$ cat src/rtl/atm_auth_pkg.sv
// Shared types for the ATM account authenticator: request ops, response codes
// and the engine's FSM states.
package atm_auth_pkg;

   typedef enum logic [1:0] {
      OP_AUTH   = 2'd0,
      OP_CHPIN  = 2'd1,
      OP_UNLOCK = 2'd2,
      OP_RSVD   = 2'd3
   } op_e;

   typedef enum logic [2:0] {
      ST_OK        = 3'd0,
      ST_NOT_FOUND = 3'd1,
      ST_BAD_PIN   = 3'd2,
      ST_LOCKED    = 3'd3,
      ST_SAME_PIN  = 3'd4,
      ST_BAD_OP    = 3'd5
   } status_e;

   typedef enum logic [1:0] {
      IDLE  = 2'd0,
      SCAN  = 2'd1,
      CHECK = 2'd2,
      RESP  = 2'd3
   } auth_state_e;

   // Width of a failed-attempt counter that can hold 0..max_tries.
   function automatic int tries_width(input int max_tries);
      return $clog2(max_tries + 1);
   endfunction

endpackage

$ cat src/rtl/auth_db.sv
// Account/PIN entry array: one load port, one combinational read port and one
// update port for PIN rewrite and failed-attempt/lock bookkeeping.
module auth_db #(
   parameter int NUM_ACCOUNTS = 10,
   parameter int ACC_W        = 11,
   parameter int PIN_W        = 16,
   parameter int TRY_W        = 2,
   parameter int IDX_W        = 4
) (
   input  logic             clk,
   input  logic             rst_n,
   input  logic             wr_en_i,
   input  logic [IDX_W-1:0] wr_idx_i,
   input  logic [ACC_W-1:0] wr_acc_i,
   input  logic [PIN_W-1:0] wr_pin_i,
   input  logic [IDX_W-1:0] rd_idx_i,
   output logic             rd_valid_o,
   output logic [ACC_W-1:0] rd_acc_o,
   output logic [PIN_W-1:0] rd_pin_o,
   output logic [TRY_W-1:0] rd_tries_o,
   output logic             rd_locked_o,
   input  logic             upd_en_i,
   input  logic [IDX_W-1:0] upd_idx_i,
   input  logic             upd_pin_we_i,
   input  logic [PIN_W-1:0] upd_pin_i,
   input  logic [TRY_W-1:0] upd_tries_i,
   input  logic             upd_locked_i
);

   logic [NUM_ACCOUNTS-1:0] valid_q;
   logic [NUM_ACCOUNTS-1:0] locked_q;
   logic [TRY_W-1:0]        tries_q [NUM_ACCOUNTS];
   logic [ACC_W-1:0]        acc_q   [NUM_ACCOUNTS];
   logic [PIN_W-1:0]        pin_q   [NUM_ACCOUNTS];
   logic                    wr_ok;

   assign wr_ok = wr_en_i && (32'(wr_idx_i) < NUM_ACCOUNTS);

   // Flags are reset; a load always wins over an update to the same entry.
   always_ff @(posedge clk or negedge rst_n) begin
      if (!rst_n) begin
         valid_q  <= '0;
         locked_q <= '0;
         for (int i = 0; i < NUM_ACCOUNTS; i++) begin
            tries_q[i] <= '0;
         end
      end else if (wr_ok) begin
         valid_q[wr_idx_i]  <= 1'b1;
         locked_q[wr_idx_i] <= 1'b0;
         tries_q[wr_idx_i]  <= '0;
      end else if (upd_en_i) begin
         locked_q[upd_idx_i] <= upd_locked_i;
         tries_q[upd_idx_i]  <= upd_tries_i;
      end
   end

   // Account numbers and PINs carry no reset; valid_q qualifies them.
   always_ff @(posedge clk) begin
      if (wr_ok) begin
         acc_q[wr_idx_i] <= wr_acc_i;
         pin_q[wr_idx_i] <= wr_pin_i;
      end else if (upd_en_i && upd_pin_we_i) begin
         pin_q[upd_idx_i] <= upd_pin_i;
      end
   end

   assign rd_valid_o  = valid_q[rd_idx_i];
   assign rd_acc_o    = acc_q[rd_idx_i];
   assign rd_pin_o    = pin_q[rd_idx_i];
   assign rd_tries_o  = tries_q[rd_idx_i];
   assign rd_locked_o = locked_q[rd_idx_i];

endmodule

$ cat src/rtl/auth_engine.sv
// Sequential account authenticator: accepts one request at a time, scans the
// database one entry per cycle, applies the PIN/lockout rules, pulses a response.
module auth_engine
   import atm_auth_pkg::*;
#(
   parameter int NUM_ACCOUNTS = 10,
   parameter int ACC_W        = 11,
   parameter int PIN_W        = 16,
   parameter int MAX_TRIES    = 3,
   parameter int IDX_W        = $clog2(NUM_ACCOUNTS)
) (
   input  logic             clk,
   input  logic             rst_n,
   input  logic             req_valid,
   output logic             req_ready,
   input  logic [1:0]       req_op,
   input  logic [ACC_W-1:0] req_acc,
   input  logic [PIN_W-1:0] req_pin,
   input  logic [PIN_W-1:0] req_new_pin,
   output logic             rsp_valid,
   output logic [2:0]       rsp_status,
   output logic [IDX_W-1:0] rsp_index,
   input  logic             db_wr_en,
   input  logic [IDX_W-1:0] db_wr_idx,
   input  logic [ACC_W-1:0] db_wr_acc,
   input  logic [PIN_W-1:0] db_wr_pin
);

   localparam int               TRY_W     = tries_width(MAX_TRIES);
   localparam logic [TRY_W-1:0] TRIES_MAX = TRY_W'(MAX_TRIES);
   localparam logic [IDX_W-1:0] LAST_IDX  = IDX_W'(NUM_ACCOUNTS - 1);

   auth_state_e      state_q;
   op_e              op_q;
   logic [ACC_W-1:0] acc_q;
   logic [PIN_W-1:0] pin_q;
   logic [PIN_W-1:0] new_pin_q;
   logic [IDX_W-1:0] idx_q;
   logic             req_ready_q;
   logic             rsp_valid_q;
   status_e          rsp_status_q;
   logic [IDX_W-1:0] rsp_index_q;

   logic             hs;
   logic             db_valid;
   logic [ACC_W-1:0] db_acc;
   logic [PIN_W-1:0] db_pin;
   logic [TRY_W-1:0] db_tries;
   logic             db_locked;
   logic             hit;
   logic [TRY_W-1:0] tries_inc;

   status_e          status_d;
   logic [TRY_W-1:0] tries_d;
   logic             locked_d;
   logic             pin_we_d;

   assign hs  = req_valid && req_ready_q;
   assign hit = db_valid && (db_acc == acc_q);

   auth_db #(
      .NUM_ACCOUNTS (NUM_ACCOUNTS),
      .ACC_W        (ACC_W),
      .PIN_W        (PIN_W),
      .TRY_W        (TRY_W),
      .IDX_W        (IDX_W)
   ) u_db (
      .clk          (clk),
      .rst_n        (rst_n),
      .wr_en_i      (db_wr_en && req_ready_q),
      .wr_idx_i     (db_wr_idx),
      .wr_acc_i     (db_wr_acc),
      .wr_pin_i     (db_wr_pin),
      .rd_idx_i     (idx_q),
      .rd_valid_o   (db_valid),
      .rd_acc_o     (db_acc),
      .rd_pin_o     (db_pin),
      .rd_tries_o   (db_tries),
      .rd_locked_o  (db_locked),
      .upd_en_i     (state_q == CHECK),
      .upd_idx_i    (idx_q),
      .upd_pin_we_i (pin_we_d),
      .upd_pin_i    (new_pin_q),
      .upd_tries_i  (tries_d),
      .upd_locked_i (locked_d)
   );

   // Request fields are only meaningful after a handshake, so they carry no reset.
   always_ff @(posedge clk) begin
      if (hs) begin
         op_q      <= op_e'(req_op);
         acc_q     <= req_acc;
         pin_q     <= req_pin;
         new_pin_q <= req_new_pin;
      end
   end

   assign tries_inc = (db_tries >= TRIES_MAX) ? TRIES_MAX : db_tries + 1'b1;

   // Rule chain for the matched entry; first applicable rule decides.
   always_comb begin
      status_d = ST_OK;
      tries_d  = db_tries;
      locked_d = db_locked;
      pin_we_d = 1'b0;
      if (op_q == OP_UNLOCK) begin
         tries_d  = '0;
         locked_d = 1'b0;
      end else if (db_locked) begin
         status_d = ST_LOCKED;
      end else if (db_pin != pin_q) begin
         status_d = ST_BAD_PIN;
         tries_d  = tries_inc;
         locked_d = (tries_inc == TRIES_MAX);
      end else if ((op_q == OP_CHPIN) && (new_pin_q == db_pin)) begin
         status_d = ST_SAME_PIN;
         tries_d  = '0;
      end else begin
         tries_d  = '0;
         pin_we_d = (op_q == OP_CHPIN);
      end
   end

   always_ff @(posedge clk or negedge rst_n) begin
      if (!rst_n) begin
         state_q      <= IDLE;
         idx_q        <= '0;
         req_ready_q  <= 1'b1;
         rsp_valid_q  <= 1'b0;
         rsp_status_q <= ST_OK;
         rsp_index_q  <= '0;
      end else begin
         case (state_q)
            IDLE: begin
               if (req_valid) begin
                  req_ready_q <= 1'b0;
                  idx_q       <= '0;
                  if (req_op == OP_RSVD) begin
                     state_q      <= RESP;
                     rsp_status_q <= ST_BAD_OP;
                     rsp_index_q  <= '0;
                  end else begin
                     state_q <= SCAN;
                  end
               end
            end
            SCAN: begin
               if (hit) begin
                  state_q <= CHECK;
               end else if (idx_q == LAST_IDX) begin
                  state_q      <= RESP;
                  rsp_valid_q  <= 1'b1;
                  rsp_status_q <= ST_NOT_FOUND;
                  rsp_index_q  <= '0;
               end else begin
                  idx_q <= idx_q + 1'b1;
               end
            end
            CHECK: begin
               state_q      <= RESP;
               rsp_valid_q  <= 1'b1;
               rsp_status_q <= status_d;
               rsp_index_q  <= idx_q;
            end
            RESP: begin
               // Reserved ops enter RESP with the pulse still pending.
               if (rsp_valid_q) begin
                  rsp_valid_q <= 1'b0;
                  req_ready_q <= 1'b1;
                  state_q     <= IDLE;
               end else begin
                  rsp_valid_q <= 1'b1;
               end
            end
            default: state_q <= IDLE;
         endcase
      end
   end

   assign req_ready  = req_ready_q;
   assign rsp_valid  = rsp_valid_q;
   assign rsp_status = rsp_status_q;
   assign rsp_index  = rsp_index_q;

endmodule

$ cat config.mk
export PLATFORM = sky130hd
export DESIGN_NAME = auth_engine
export DESIGN_NICKNAME = d
export VERILOG_FILES = /design/src/rtl/atm_auth_pkg.sv /design/src/rtl/auth_db.sv /design/src/rtl/auth_engine.sv
export SDC_FILE = /design/constraint.sdc
export NUM_CORES = 1
export LEC_CHECK = 0
export CAP_MARGIN = 20
export CORE_MARGIN = 3
export CORE_UTILIZATION = 40
export CTS_CLUSTER_SIZE = 12
export DETAILED_ROUTE_END_ITERATION = 12
export GPL_TIMING_DRIVEN = 1
export PLACE_DENSITY_LB_ADDON = 0.2
export RECOVER_POWER = 100
export SETUP_SLACK_MARGIN = 0.2
export SYNTH_ARGS = -nofsm -noshare
export SYNTH_HDL_FRONTEND = slang
export SYNTH_SLANG_ARGS = --single-unit
$ cat constraint.sdc
create_clock -name clk -period 7.4 [get_ports clk]
set_clock_uncertainty 0.2 [all_clocks]
set_input_delay 0.74 -clock clk [delete_from_list [all_inputs] [get_ports clk]]
set_output_delay 0.74 -clock clk [all_outputs]
set_load 0.01 [all_outputs]
# Word-level counts from Yosys, hierarchy flattened
# Memory sizes are Yosys's and may differ from the RTL's.
# Index checks and enable logic that the tools add are counted.
# classes
n_mux	71
n_bitwise	7
add_sub_neg	2
magnitude_cmp	10
reduce_logical	22
eq_ne	18
# op_table
cell	count
$mux 20	2
$mux 4	8
$mux 2	13
$mux 3	8
$mux 1	22
$and 20x20->20	1
$bwmux 20	1
$mux 10	2
$not 20->20	1
$demux 2 s4	2
$eq 16x16->1	1
$mux 16	1
$ne 16x16->1	1
$reduce_or 16->1	1
$ne 2x2->1 const B	6
$pmux 4 s3	1
$eq 11x11->1	1
$and 10x10->10	1
$bwmux 10	1
$eq 2x2->1 const B	5
$ge 5x5->1 const B	2
$logic_and 1x1->1	10
$lt 4x5->1 const B	2
$lt 5x1->1 const B	2
other kinds (25)	35
# word_totals
input_bits	80
ram_bits	270
output_inout_bits	9
elab_cells	154
n_memories	2
register_bits	100
# memory_table
memory	depth	width	rd	rd_ports_with_merged_regs	write_ports	line_no	text
u_db.pin_q	10	16	1	0	1	auth_db.sv:34	logic [PIN_W-1:0] pin_q [NUM_ACCOUNTS];
u_db.acc_q	10	11	1	0	1	auth_db.sv:33	logic [ACC_W-1:0] acc_q [NUM_ACCOUNTS];

# Depth between registers and ports, before layout
# depth
ltp_word	13
mapped_depth	14
depth_no_buf	8

# Modules after synthesis
# From an unflattened synthesis, not the netlist that was laid out.
# unflattened
cells_unflattened	992
hier_area_um2	16030.4
# modules_own_cells
mod	area_per_inst_um2	seq_area_each_um2	instances	cells_per_inst
auth_db	13162.6	9108.7	1	776
auth_engine	2867.8	1727.9	1	216

# Worst setup path after synthesis
# OpenSTA, ideal clock, no wires.
# synth_path
path_type	register to register
startpoint	register idx_q[0]
endpoint	memory u_db.pin_q[8][0], enable pin
arrival_time_ps	3572
setup_slack_ps	3231
setup_ps	397
path_buffers	2
t_required_ps	6803
stages_incl_launch_ff	11
period_less_slack_ps	4169
cell_sequence	dfrtp_1 buf_6 buf_12 mux2_4 a222oi_1 nand2_1 xor2_1 nor4_4 nand4_1 or3b_2 a22oi_1
# synth_via
elab_chain_cells	13
word_cells_on_any_way	17
cone_classes	eq/ne (2); mux (11); reduce/logical (3); memory (1)
# synth_rtl
element	line_no	text
start: declaration	auth_engine.sv:38	logic [IDX_W-1:0] idx_q;
start signal: assignment	auth_engine.sv:156	idx_q <= idx_q + 1'b1;
$mem_v2 10x16	n/a	
$eq 16x16->1	auth_engine.sv:115	end else if ((op_q == OP_CHPIN) && (new_pin_q == db_pin)) begin
$logic_and 1x1->1	auth_engine.sv:115	
$mux 1	auth_engine.sv:115	
$mux 1	auth_engine.sv:111	end else if (db_pin != pin_q) begin
$mux 1	auth_engine.sv:109	end else if (db_locked) begin
$mux 1	auth_engine.sv:106	if (op_q == OP_UNLOCK) begin
$logic_and 1x1->1	auth_db.sv:62	end else if (upd_en_i && upd_pin_we_i) begin
$mux 1	auth_db.sv:62	
$mux 1	auth_db.sv:59	if (wr_ok) begin
$mux 1 (not written as such)	auth_db.sv:63	pin_q[upd_idx_i] <= upd_pin_i;
$reduce_or 16->1 (no line)	n/a	
$mux 4 (no line) or $mux 1 (tied branches)	n/a	
end: declaration	auth_db.sv:34	
# Parallel ways exist; a longest one is shown, timed or not. The select of a mux whose other input is x is not followed.

# Final worst setup path
# layout_path
startpoint	register idx_q[0]
endpoint	memory u_db.pin_q[7][6], data pin
# layout_via
elab_chain_cells	13
word_cells_on_any_way	16
cone_classes	eq/ne (2); mux (10); reduce/logical (3); memory (1)
# layout_rtl
element	line_no
$mem_v2 10x16	n/a
$eq 16x16->1	auth_engine.sv:115
$logic_and 1x1->1	auth_engine.sv:115
$mux 1	auth_engine.sv:115
$mux 1	auth_engine.sv:111
$mux 1 *	auth_engine.sv:109
$mux 1 *	auth_engine.sv:106
$logic_and 1x1->1 *	auth_db.sv:62
$mux 1 *	auth_db.sv:62
$mux 1 *	auth_db.sv:59
$mux 1 (not written as such) *	auth_db.sv:63
$reduce_or 16->1 (no line) *	n/a
$mux 16 (no line) *	n/a
# Mark *: on every way between the ends. The rest lies on a longest branch, timed or not. The select of a mux whose other input is x is not followed.

==> flow_metrics.env <==
export IMPL_antenna_left=0
export IMPL_grt_pass1_wl_um=57600
export IMPL_syn_avg_cell_area_um2=16.6
export IMPL_worstPathRequired_ns=7.40
export IMPL_async_flop_share_pct=14.9
export IMPL_syn_to_final_growth_pct=15.5
export IMPL_first_iter_violations=602
export IMPL_cts_buffers=41
export IMPL_layout_drive_gt1_share_pct=13.6
export IMPL_final_common_cell="edfxtp_1"
export IMPL_io_buffers=88
export IMPL_finalMaxSlewViolations=242
export IMPL_place_area_um2=17400
export IMPL_vias=8838
export IMPL_p_per_area_nw_per_um2=342
export IMPL_totalPowerFinal_uw=6280
export IMPL_period_minus_slack_ns=5.96
export IMPL_drc=0
export IMPL_violations="max-capacitance violations, max-slew violations"
export IMPL_syn_inst=955
export IMPL_start_util_pct=40.8
export IMPL_cp_end_kind="flop"
export IMPL_grt_pass1_vias=9063
export IMPL_critPathKind="flop to flop"
export IMPL_num_nets_final=1156
export IMPL_syn_area_um2=15900
export IMPL_relSlewSlack_pct=-107
export IMPL_pin_count=89
export IMPL_cts_resized_gates=0
export IMPL_synth_ff_type="edfxtp_1"
export IMPL_rows=72
export IMPL_grt_antenna_before_repair=1
export IMPL_clockBufferDepth=3
export IMPL_cts_sinks=370
export IMPL_ys_seq_area_share_pct=68.2
export IMPL_wl_per_cell_um=23.7
export IMPL_routed_via_density=5.48
export IMPL_layout_common_cells="edfxtp_1 (315), dlygate4sd3_1 (67), nand2_1 (58)"
export IMPL_final_cells=1612
export IMPL_timing_hold_ws_ns=0.262
export IMPL_gp_congestion=0.861
export IMPL_cts_hold_buf=0
export IMPL_ys_ff_latch=370
export IMPL_die_height_um=205
export IMPL_period_share_pct=80.5
export IMPL_grt_use_total_pct=18.3
export IMPL_coreArea_um2=38900
export IMPL_dieArea_um2=42200
export IMPL_tns_ns=0
export IMPL_min_path_type="flop to flop"
export IMPL_clkTransAtPathRegs_ns=0.06
export IMPL_startpoint_type="flop"
export IMPL_synth_edf_count=315
export IMPL_overflow=0
export IMPL_grt_max_degree=56
export IMPL_peakVddDrop_uv=198
export IMPL_stdcell_area_um2=18400
export IMPL_synth_nets=1043
export IMPL_worst_skew_pair_late_latency_ns=0.54
export IMPL_tightestPinTransition_ns=3.08
export IMPL_cap_viol_max_count=12
export IMPL_max_freq_mhz=168
export IMPL_ys_types=71
export IMPL_cts_htree_levels=2
export IMPL_cts_tree="done"
export IMPL_dr_pass1_iters=5
export IMPL_wirelength_um=38200
export IMPL_die_x_um=205
export IMPL_leakage_uw=0.00612
export IMPL_setup_violations_final=0
export IMPL_hold_viol=0
export IMPL_worstPathArrival_ns=5.96
export IMPL_status="finished, violations left"
export IMPL_root_buffer="clkbuf_16"
export IMPL_post_cts_setup_buffers=0
export IMPL_post_dp_hpwl_um=24900
export IMPL_rsz0062_at_grt="no"
export IMPL_dp_cells=1542
export IMPL_ys_warn_count=0
export IMPL_crit_fanout=41
[cell families (layout without fill, tap and decap cells)]
group,Yosys count,after routing,synth area share (%)
muxes,145,145,13.5
other,0,1,0
and+or+nand+nor,210,210,7.29
adders and majority gates,8,8,0.630
AOI/OAI and AO/OA,130,130,6.23
buffers and inverters,59,197,2.40
xor gates and xnor gates,33,33,1.82
DFF,370,370,68.2
[Yosys cell counts, drive strengths merged (8+ instances only)]
| cell | number | area, µm² |
|---|---|---|
| or2 | 10 | 62.6 |
| mux4 | 46 | 1050 |
| nand3 | 24 | 133 |
| o2bb2ai | 20 | 175 |
| a22o | 12 | 105 |
| nor3 | 14 | 80.1 |
| ha | 8 | 100 |
| xnor2 | 17 | 149 |
| nor4 | 14 | 124 |
| o22a | 13 | 114 |
| a21oi | 21 | 109 |
| buf | 27 | 262 |
| inv | 19 | 71.3 |
| o21ai | 10 | 53.8 |
| xor2 | 16 | 140 |
| and4 | 17 | 151 |
| nor2 | 36 | 135 |
| edfxtp | 315 | 9460 |
| dfrtp | 54 | 1350 |
| a31oi | 16 | 100 |
| clkbuf | 13 | 48.8 |
| mux2 | 42 | 518 |
| nand2 | 58 | 218 |
| mux2i | 57 | 571 |
[where the power goes]
part / internal (µW) / switching (µW) / leakage (µW)
registers: 2430 / 203 / 0.00356
clock network: 1080 / 788 / 0.000585
logic: 780 / 1000 / 0.00198
[layout make-up]
type | instances | area [µm²]
fill | 3420 | 20600
sequential | 370 | 10800
multi-input combinational | 526 | 4590
clock buffer | 52 | 1100
timing repair buffer | 110 | 985
tap | 518 | 648
clock inverter | 16 | 110
inverter | 19 | 71.3
antenna | 1 | 2.50
[state kept, by name (all words and copies together), names as in the netlist, 3 cells and up]
signal         count
u_db.acc_q       110
acc_q             11
pin_q             16
u_db.tries_q      20
rsp_status         3
u_db.valid_q      10
new_pin_q         16
u_db.pin_q       160
u_db.locked_q     10
idx_q              4
rsp_index          4
[path summary, 6_finish.rpt]
kind                                 startpoint                to  slack (ns)  depth (start not counted)
worst max register to register         idx_q[0]  u_db.pin_q[7][6]        1.44                          9
min in group asynchronous                 rst_n     rsp_status[2]        1.11                          2
max in group asynchronous                 rst_n          idx_q[1]        3.70                          2
worst max-delay path                   idx_q[0]  u_db.pin_q[7][6]        1.44                          9
worst min register to register  u_db.valid_q[8]   u_db.valid_q[8]        0.26                          1
worst min-delay path            u_db.valid_q[8]   u_db.valid_q[8]        0.26                          1
[worst max-delay path, cell delays in order, from the launching register on]
cell	delay, ns
dfrtp_4	0.90
buf_4	0.58
mux4_1	0.61
a221oi_1	0.48
nor2_1	0.19
a21oi_1	0.16
and4_1	0.26
and4_1	0.37
and2_0	1.27
mux2_1	0.58
[metal layers]
metal	GRT usage, %	up-vias	part of all wire [%]
li1	-	4030	-
met2	29.6	277	48
met1	26.2	4463	45
met3	2.97	66	5.1
met4	4.47	2	2.0
met5	0	-	0.031
[metrics by stage]
step,setup WS (ns),util (%)
3_5_place_dp,1.97,44.6
5_1_grt,1.05,47.2
3_3_place_gp,2.04,44.5
2_1_floorplan,3.23,-
6_report,1.44,47.2
4_1_cts,1.96,47.8
Note: power is estimated with default switching activity, not from simulation.
